**config.mk**
```make
export PLATFORM = sky130hd
export DESIGN_NAME = decode38_seq
export DESIGN_NICKNAME = d
export VERILOG_FILES = /design/src/rtl/decode38_seq.sv
export SDC_FILE = /design/constraint.sdc
export NUM_CORES = 1
export LEC_CHECK = 0
export BUFFER_PORTS_ARGS = -buffer_cell sky130_fd_sc_hd__buf_2
export CELL_PAD_IN_SITES_DETAIL_PLACEMENT = 2
export CELL_PAD_IN_SITES_GLOBAL_PLACEMENT = 2
export CORE_MARGIN = 1
export CORE_UTILIZATION = 39
export DETAILED_ROUTE_END_ITERATION = 6
export PLACE_DENSITY_LB_ADDON = 0.1
export SLEW_MARGIN = 25
export SYNTH_ARGS = -nofsm -noshare
export SYNTH_HDL_FRONTEND = slang
export SYNTH_SLANG_ARGS = --single-unit
```
**constraint.sdc**
```tcl
create_clock -name clk -period 2.6 [get_ports clk]
set_clock_uncertainty 0.15 [all_clocks]
set_input_delay 0.78 -clock clk [delete_from_list [all_inputs] [get_ports clk]]
set_output_delay 0.78 -clock clk [all_outputs]
set_load 0.02 [all_outputs]
```
**src/rtl/decode38_seq.sv**
```systemverilog
// Sequenced binary-to-one-hot decoder: buffers {en, code} entries in a small FIFO
// and shows each as a one-hot pattern for HOLD cycles.
module decode38_seq #(
  parameter int W     = 3,
  parameter int DEPTH = 4,
  parameter int HOLD  = 4
) (
  input  logic                     clk,
  input  logic                     rst,
  input  logic                     in_valid,
  input  logic                     in_en,
  input  logic [W-1:0]             in_code,
  output logic                     in_ready,
  output logic [(2**W)-1:0]        y,
  output logic                     y_valid,
  output logic                     busy,
  output logic [$clog2(DEPTH):0]   level
);

  localparam int N  = 2**W;
  localparam int AW = $clog2(DEPTH);
  localparam int LW = AW + 1;
  localparam int CW = (HOLD > 1) ? $clog2(HOLD) : 1;

  typedef enum logic {IDLE, SHOW} state_t;

  state_t          state, state_n;
  logic [CW-1:0]   cnt, cnt_n;
  logic [N-1:0]    y_n;
  logic            y_valid_n;
  logic [AW-1:0]   wr_ptr, rd_ptr;
  logic [W:0]      mem [DEPTH];
  logic [W:0]      rd_entry;
  logic            full, push, pop;

  assign full     = (level == LW'(DEPTH));
  assign in_ready = !full;
  assign push     = in_valid && in_ready;
  assign rd_entry = mem[rd_ptr];
  assign busy     = (state == SHOW) || (level != '0);

  // Storage needs no reset: occupancy is tracked by level/pointers.
  always_ff @(posedge clk) begin
    if (push) mem[wr_ptr] <= {in_en, in_code};
  end

  always_ff @(posedge clk or posedge rst) begin
    if (rst) begin
      wr_ptr <= '0;
      rd_ptr <= '0;
      level  <= '0;
    end else begin
      if (push) wr_ptr <= wr_ptr + AW'(1);
      if (pop)  rd_ptr <= rd_ptr + AW'(1);
      case ({push, pop})
        2'b10:   level <= level + LW'(1);
        2'b01:   level <= level - LW'(1);
        default: level <= level;
      endcase
    end
  end

  always_ff @(posedge clk or posedge rst) begin
    if (rst) begin
      state   <= IDLE;
      cnt     <= '0;
      y       <= '0;
      y_valid <= 1'b0;
    end else begin
      state   <= state_n;
      cnt     <= cnt_n;
      y       <= y_n;
      y_valid <= y_valid_n;
    end
  end

  always_comb begin
    state_n   = state;
    cnt_n     = cnt;
    y_n       = y;
    y_valid_n = y_valid;
    pop       = 1'b0;
    case (state)
      IDLE: begin
        if (level != '0) pop = 1'b1;
      end
      SHOW: begin
        if (cnt != '0) begin
          cnt_n = cnt - CW'(1);
        end else if (level != '0) begin
          pop = 1'b1;
        end else begin
          y_n       = '0;
          y_valid_n = 1'b0;
          state_n   = IDLE;
        end
      end
      default: state_n = IDLE;
    endcase
    // A pop from either state loads the next pattern; blank slots show all-zero.
    if (pop) begin
      y_n                   = '0;
      y_n[rd_entry[W-1:0]]  = rd_entry[W];
      y_valid_n             = 1'b1;
      cnt_n                 = CW'(HOLD - 1);
      state_n               = SHOW;
    end
  end

endmodule
```
==> flow_metrics.env, run 1 <==
export IMPL_post_synth_and_or_nand_nor_area_fraction_pct=9.516
export IMPL_fmax_mhz=410.0
export IMPL_setup_tns_ns=0
export IMPL_drt_total_wl_mm=3.076
export IMPL_rsz0062_at_grt="false"
export IMPL_min_period_ns=2.439
export IMPL_cts_sinks=35
export IMPL_worst_slew_pin_slew_ns=0.7414
export IMPL_cp_buffers_inverters=2
export IMPL_cts_buffer_depth=2
export IMPL_antenna_found_initial=0
export IMPL_setup_viol=0
export IMPL_start_util_pct=41.04
export IMPL_hold_viol_final=0
export IMPL_busiest_layer="met2"
export IMPL_clock_root_buffer="clkbuf_8"
export IMPL_clkTransAtPathRegs_ns=0.07
export IMPL_synthXorXnorAreaFrac_pct=3.445
export IMPL_grt_start_max_net_pins=20
export IMPL_first_pass_iters=3
export IMPL_reg2reg_setup_slack_ns=0.16
export IMPL_use_met3_pct=4.225
export IMPL_cts_tree="yes"
export IMPL_syn_inst=102
export IMPL_synth_edf_count=16
export IMPL_grt_use_met1_pct=20.85
export IMPL_powerDensity_nw_per_um2=1275
export IMPL_worst_setup_path_type="flip-flop to flip-flop"
export IMPL_min_period_over_period_pct=93.82
export IMPL_synth_largest_area_cell="edfxtp_1"
export IMPL_synth_top_family_by_area="simple AND/OR/NAND/NOR gates"
export IMPL_end_kind="flip-flop"
export IMPL_num_rows=22
export IMPL_synth_avg_cell_area_um2=14.95
export IMPL_syn_nets=116
export IMPL_ant_nets=0
export IMPL_ys_types=32
export IMPL_cp_slowest_cell="dfrtp_1"
export IMPL_cp_start_kind="flip-flop"
export IMPL_cts_made_buffers=5
export IMPL_ys_top_cells_by_area="edfxtp_1 32%, dfrtp_1 31%, ha_1 4.9%"
export IMPL_drt_iter0_drc=46
export IMPL_fin_total_pwr_uw=2295
export IMPL_pin_count=21
export IMPL_cpPeakStageDelay_ns=0.42
export IMPL_status="complete, no violations"
export IMPL_first_global_vias=1040
export IMPL_yosys_area_top_type_share_pct=31.50
export IMPL_slew_viol_final=0
export IMPL_vias_per_cell=5.111
export IMPL_grt_pass1_wl_mm=5.216
export IMPL_met2_usage_pct=30.66
export IMPL_overflow=0
export IMPL_max_cap_violations=0
export IMPL_drive_gt1_share_pct=32.58
export IMPL_cp_top_family="simple AND/OR/NAND/NOR gates"
export IMPL_seq_area_frac_synth_pct=62.67
export IMPL_cp_data_arrival_time_ns=2.50
export IMPL_syn_to_final_growth_pct=18.05
export IMPL_final_common_cell="buf_2"
export IMPL_worstPathMaxFanout=6
export IMPL_ys_warn_count=0
export IMPL_async_flop_share_pct=54.29
export IMPL_gp_congestion=0.7756
export IMPL_cellLeakagePower_uw=0.0007857
export IMPL_synth_compound_area_share_pct=7.137
export IMPL_hp_class="flip-flop to flip-flop"
export IMPL_mostFrequentLayoutCells="20 x buf_2, 19 x dfrtp_1, 16 x edfxtp_1, 9 x inv_1, 6 x ha_1"
export IMPL_clk_latency_ns=0.29
export IMPL_h_tree_depth=2
export IMPL_fp_dieW_um=64.54
export IMPL_die_h_um=64.54
export IMPL_slew_headroom_pct=50.52
export IMPL_hpwl_mm=2.372
export IMPL_num_antenna_cells=0
export IMPL_peakVddDrop_uv=461.3
export IMPL_required_ns=2.66
export IMPL_netlist_area_um2=1525
export IMPL_grt_usage_pct=17.81
export IMPL_fin_nets=145
export IMPL_post_drt_wl_per_cell_um=17.09
export IMPL_ys_seq_elements=35
export IMPL_drc_errors=0
export IMPL_synth_area_mux_share_pct=7.547
export IMPL_crit_chain="or3b_4 > and2_1 > inv_1 > ha_1 > inv_1 > fa_1 > xor2_1 > nor2_1 > xor2_1"
export IMPL_synthFlopType="dfrtp_1"
export IMPL_synth_adder_area_share_pct=6.235
export IMPL_core_um2=3716
export IMPL_vias=920
export IMPL_io_buffers=20
export IMPL_die_area_um2=4165
==> worst register-to-register path, delay by kind of cell, from the launching register on <==
family | cells | cell delay [ns]
AND/OR/NAND/NOR | 3 | 0.75
adder cells (fa/ha/maj) | 2 | 0.58
flip-flops | 1 | 0.42
XOR/XNOR | 2 | 0.31
buffers and inverters | 2 | 0.14
==> kinds of logic (layout without fill, tap and decap cells) <==
group | Yosys count | after routing
AO/OA/AOI/OAI | 13 | 13
XOR/XNOR | 6 | 6
adder cells (fa/ha/maj) | 7 | 7
buffers and inverters | 12 | 42
flip-flops | 35 | 35
multiplexers | 6 | 6
AND/OR/NAND/NOR | 23 | 23
==> sequential cells by signal (all words and copies together), names as in the netlist <==
signal	cells
cnt	2
level	3
mem	16
wr_ptr	2
rd_ptr	2
y	8
state	1
y_valid	1
==> path summary, 6_finish.rpt <==
| check | start | cells past startpoint | to |
|---|---|---|---|
| min in group asynchronous | rst | 2 | level[1] |
| min reg2reg | y[2] | 1 | y[2] |
| min | y[2] | 1 | y[2] |
| max in group asynchronous | rst | 2 | y[6] |
| max reg2reg | level[1] | 9 | level[2] |
| max | level[1] | 9 | level[2] |
==> synth_stat cells (2+ instances only) <==
cell and count:
a22o_1 2, xnor2_1 3, nor3_1 5, mux4_2 3, nor2_1 2, a21oi_1 3
a32o_1 5, clkbuf_1 2, dfrtp_1 19, nand2b_1 2, edfxtp_1 16, nor2b_1 2
ha_1 6, inv_1 9, xor2_1 3, and3_1 4
==> metrics by stage <==
step / std cells / utilization (%) / instance area, µm² / setup WS, ns / hold WS [ns]
after floorplan: 102 / - / 1525 / 0.09341 / 0.2945
after global placement: 170 / 45.45 / 1689 / 0.2539 / 0.3097
after detailed placement: 170 / 45.45 / 1689 / 0.1178 / 0.3331
after CTS: 178 / 47.98 / 1783 / 0.08143 / 0.3502
after global routing: 180 / 48.45 / 1800 / 0.01970 / 0.3621
final: 180 / 48.45 / 1800 / 0.1607 / 0.3405
==> metal layers <==
layer	vias up	wire, µm
met5	-	0
met2	21	1574
met1	464	1346
met4	0	56
met3	5	98
li1	430	-
==> layout make-up <==
class / count / area, µm²
Sequential cell: 35 / 955.9
Clock buffer: 5 / 68.82
Timing Repair Buffer: 25 / 137.6
Fill cell: 376 / 1916
Multi-Input combinational cell: 55 / 519.2
Tap cell: 48 / 60.06
Clock inverter: 3 / 25.02
Inverter: 9 / 33.78
==> power breakdown <==
part / leakage, µW / internal [µW] / switching [µW]
combinational: 0.000363 / 426 / 558
sequential: 0.000379 / 777 / 137
clock: 0.0000443 / 191 / 206
==> repair_timing <==
action,4_1_cts,5_1_grt
hold buffers,0,0
endpoints found under the setup margin,0,1
resized for setup,0,1
buffers inserted,0,2
Power figures use the tool's default switching activity.
==> run 2: changes to the inputs <==
--- a/config.mk
+++ b/config.mk
@@ -9,7 +9,7 @@
 export CELL_PAD_IN_SITES_DETAIL_PLACEMENT = 2
 export CELL_PAD_IN_SITES_GLOBAL_PLACEMENT = 2
 export CORE_MARGIN = 1
-export CORE_UTILIZATION = 39
+export CORE_UTILIZATION = 30
 export DETAILED_ROUTE_END_ITERATION = 6
 export PLACE_DENSITY_LB_ADDON = 0.1
 export SLEW_MARGIN = 25
==> run 2 against run 1 <==
  * Maximum frequency up 0.43%
  * Hold slack worse by 0.0050 ns
  * Routed wire length up 2.1%
  * Global-route usage down 4.4 points
  * Via count down 0.76%
  * Utilization down 10 points
  * Critical path type unchanged
==> flow_metrics.env, run 2 (synthesized netlist as in run 1, its figures left out) <==
export IMPL_status="complete, no violations"
export IMPL_clk_latency_ns=0.28
export IMPL_worstPathMaxFanout=6
export IMPL_start_util_pct=31.66
export IMPL_vias_per_cell=4.635
export IMPL_die_h_um=73.30
export IMPL_antenna_found_initial=0
export IMPL_finish_instance_area_um2=1831
export IMPL_cts_buffer_depth=2
export IMPL_cp_top_family="simple AND/OR/NAND/NOR gates"
export IMPL_hold_buffers=0
export IMPL_slew_viol_final=0
export IMPL_cp_slowest_cell="or3b_1"
export IMPL_setup_viol=0
export IMPL_drc_errors=0
export IMPL_clock_root_buffer="clkbuf_8"
export IMPL_worst_slew_pin_slew_ns=0.7745
export IMPL_reg2reg_setup_slack_ns=0.17
export IMPL_end_kind="flip-flop"
export IMPL_rr_endpoint="level[2]"
export IMPL_min_period_over_period_pct=93.41
export IMPL_cpPeakStageDelay_ns=0.45
export IMPL_cts_setup_buffers=0
export IMPL_cp_start_kind="flip-flop"
export IMPL_largest_reg_flops=16
export IMPL_cts_made_buffers=5
export IMPL_first_global_vias=1019
export IMPL_post_drt_wl_per_cell_um=15.95
export IMPL_io_buffers=20
export IMPL_worst_setup_path_type="flip-flop to flip-flop"
export IMPL_overflow=0
export IMPL_grt_pass1_wl_mm=5.057
export IMPL_grt_start_max_net_pins=20
export IMPL_seqCellArea_um2=955.9
export IMPL_min_period_ns=2.429
export IMPL_max_cap_violations=0
export IMPL_gp_congestion=0.7165
export IMPL_setup_tns_ns=0
export IMPL_hold_viol_final=0
export IMPL_grt_usage_pct=13.41
export IMPL_peakVddDrop_uv=442.0
export IMPL_cts_sinks=35
export IMPL_mostFrequentLayoutCells="20 x buf_2, 19 x dfrtp_1, 16 x edfxtp_1, 9 x inv_1"
export IMPL_drt_iter0_drc=21
export IMPL_hp_class="flip-flop to flip-flop"
export IMPL_clkTransAtPathRegs_ns=0.07
export IMPL_critPathCapture="level[2]"
export IMPL_worstSetupStartpoint="level[1]"
export IMPL_num_antenna_cells=0
export IMPL_crit_reg2reg_launch="level[1]"
export IMPL_fillCellCount=505
export IMPL_crit_chain="or3b_1 > and2_1 > inv_1 > ha_1 > inv_1 > fa_1 > xor2_1 > nor2_1 > xor2_1"
export IMPL_final_common_cell="buf_2"
export IMPL_cts_tree="yes"
export IMPL_rsz0062_at_grt="false"
export IMPL_largest_register="mem"
export IMPL_fin_nets=143
export IMPL_vias=913
export IMPL_h_tree_depth=2
export IMPL_pin_count=21
export IMPL_fmax_mhz=411.7
export IMPL_ant_nets=0
export IMPL_crit_cells=9
export IMPL_ctsResizeCount=0
export IMPL_syn_to_final_growth_pct=20.02
export IMPL_cp_data_arrival_time_ns=2.49
export IMPL_die_area_um2=5373
export IMPL_reg2reg_depth=9
export IMPL_drive_gt1_share_pct=30.77
export IMPL_top_regs="mem x16, y x8, level x3"
export IMPL_cellLeakagePower_uw=0.0007921
export IMPL_num_rows=25
export IMPL_drt_total_wl_mm=3.142
export IMPL_required_ns=2.66
export IMPL_cp_buffers_inverters=2
export IMPL_first_pass_iters=4
export IMPL_powerDensity_nw_per_um2=1291
export IMPL_place_area_um2=1713
export IMPL_core_um2=4817
export IMPL_slew_headroom_pct=48.31
export IMPL_fp_dieW_um=73.30
export IMPL_multi_input_area_um2=516.7
export IMPL_hpwl_mm=2.371
## run 2: cell type report
class | instances | share of cell area, %
Clock buffer | 6 | 4.511
Clock inverter | 2 | 1.914
Inverter | 9 | 1.846
Multi-Input combinational cell | 55 | 28.23
Sequential cell | 35 | 52.22
Tap cell | 67 | 4.580
Timing Repair Buffer | 23 | 6.699
## run 2: report_power, final
part           internal, µW  total, µW  leakage (µW)  switching, µW
sequential              777        907      0.000379            131
clock                   310        504     0.0000612            194
combinational           404        952      0.000352            548
## run 2: worst min path at each step
| stage | from | end | cells past startpoint | slack (ns) |
|---|---|---|---|---|
| final | cnt[0] | cnt[0] | 1 | 0.34 |
| after global routing | y[4] | y[4] | 1 | 0.36 |
| after CTS | cnt[0] | cnt[0] | 1 | 0.34 |
| after detailed placement | y[5] | y[5] | 1 | 0.33 |
| after global placement | cnt[0] | cnt[0] | 1 | 0.31 |
| after floorplan | cnt[0] | cnt[0] | 1 | 0.29 |
## run 2: metrics by stage
| stage | std cells | setup slack (ns) | power (µW) | util (%) | hold WS, ns |
|---|---|---|---|---|---|
| 3_3_place_gp | 189 | 0.2596 | 1843 | 35.56 | 0.3071 |
| 4_1_cts | 197 | 0.1439 | 2411 | 38.00 | 0.3413 |
| 5_1_grt | 197 | 0.02221 | 2532 | 38.00 | 0.3598 |
| 6_report | 197 | 0.1712 | 2363 | 38.00 | 0.3355 |
| 2_1_floorplan | 102 | 0.09341 | 1586 | - | 0.2945 |
| 3_5_place_dp | 189 | 0.1841 | 1896 | 35.56 | 0.3306 |
## run 2: layer usage
layer	vias up	wire (µm)	track usage, %
met5	-	0	0
met4	0	41	5.769
met3	4	153	5.075
met2	24	1604	22.63
met1	459	1343	15.19
li1	426	-	-
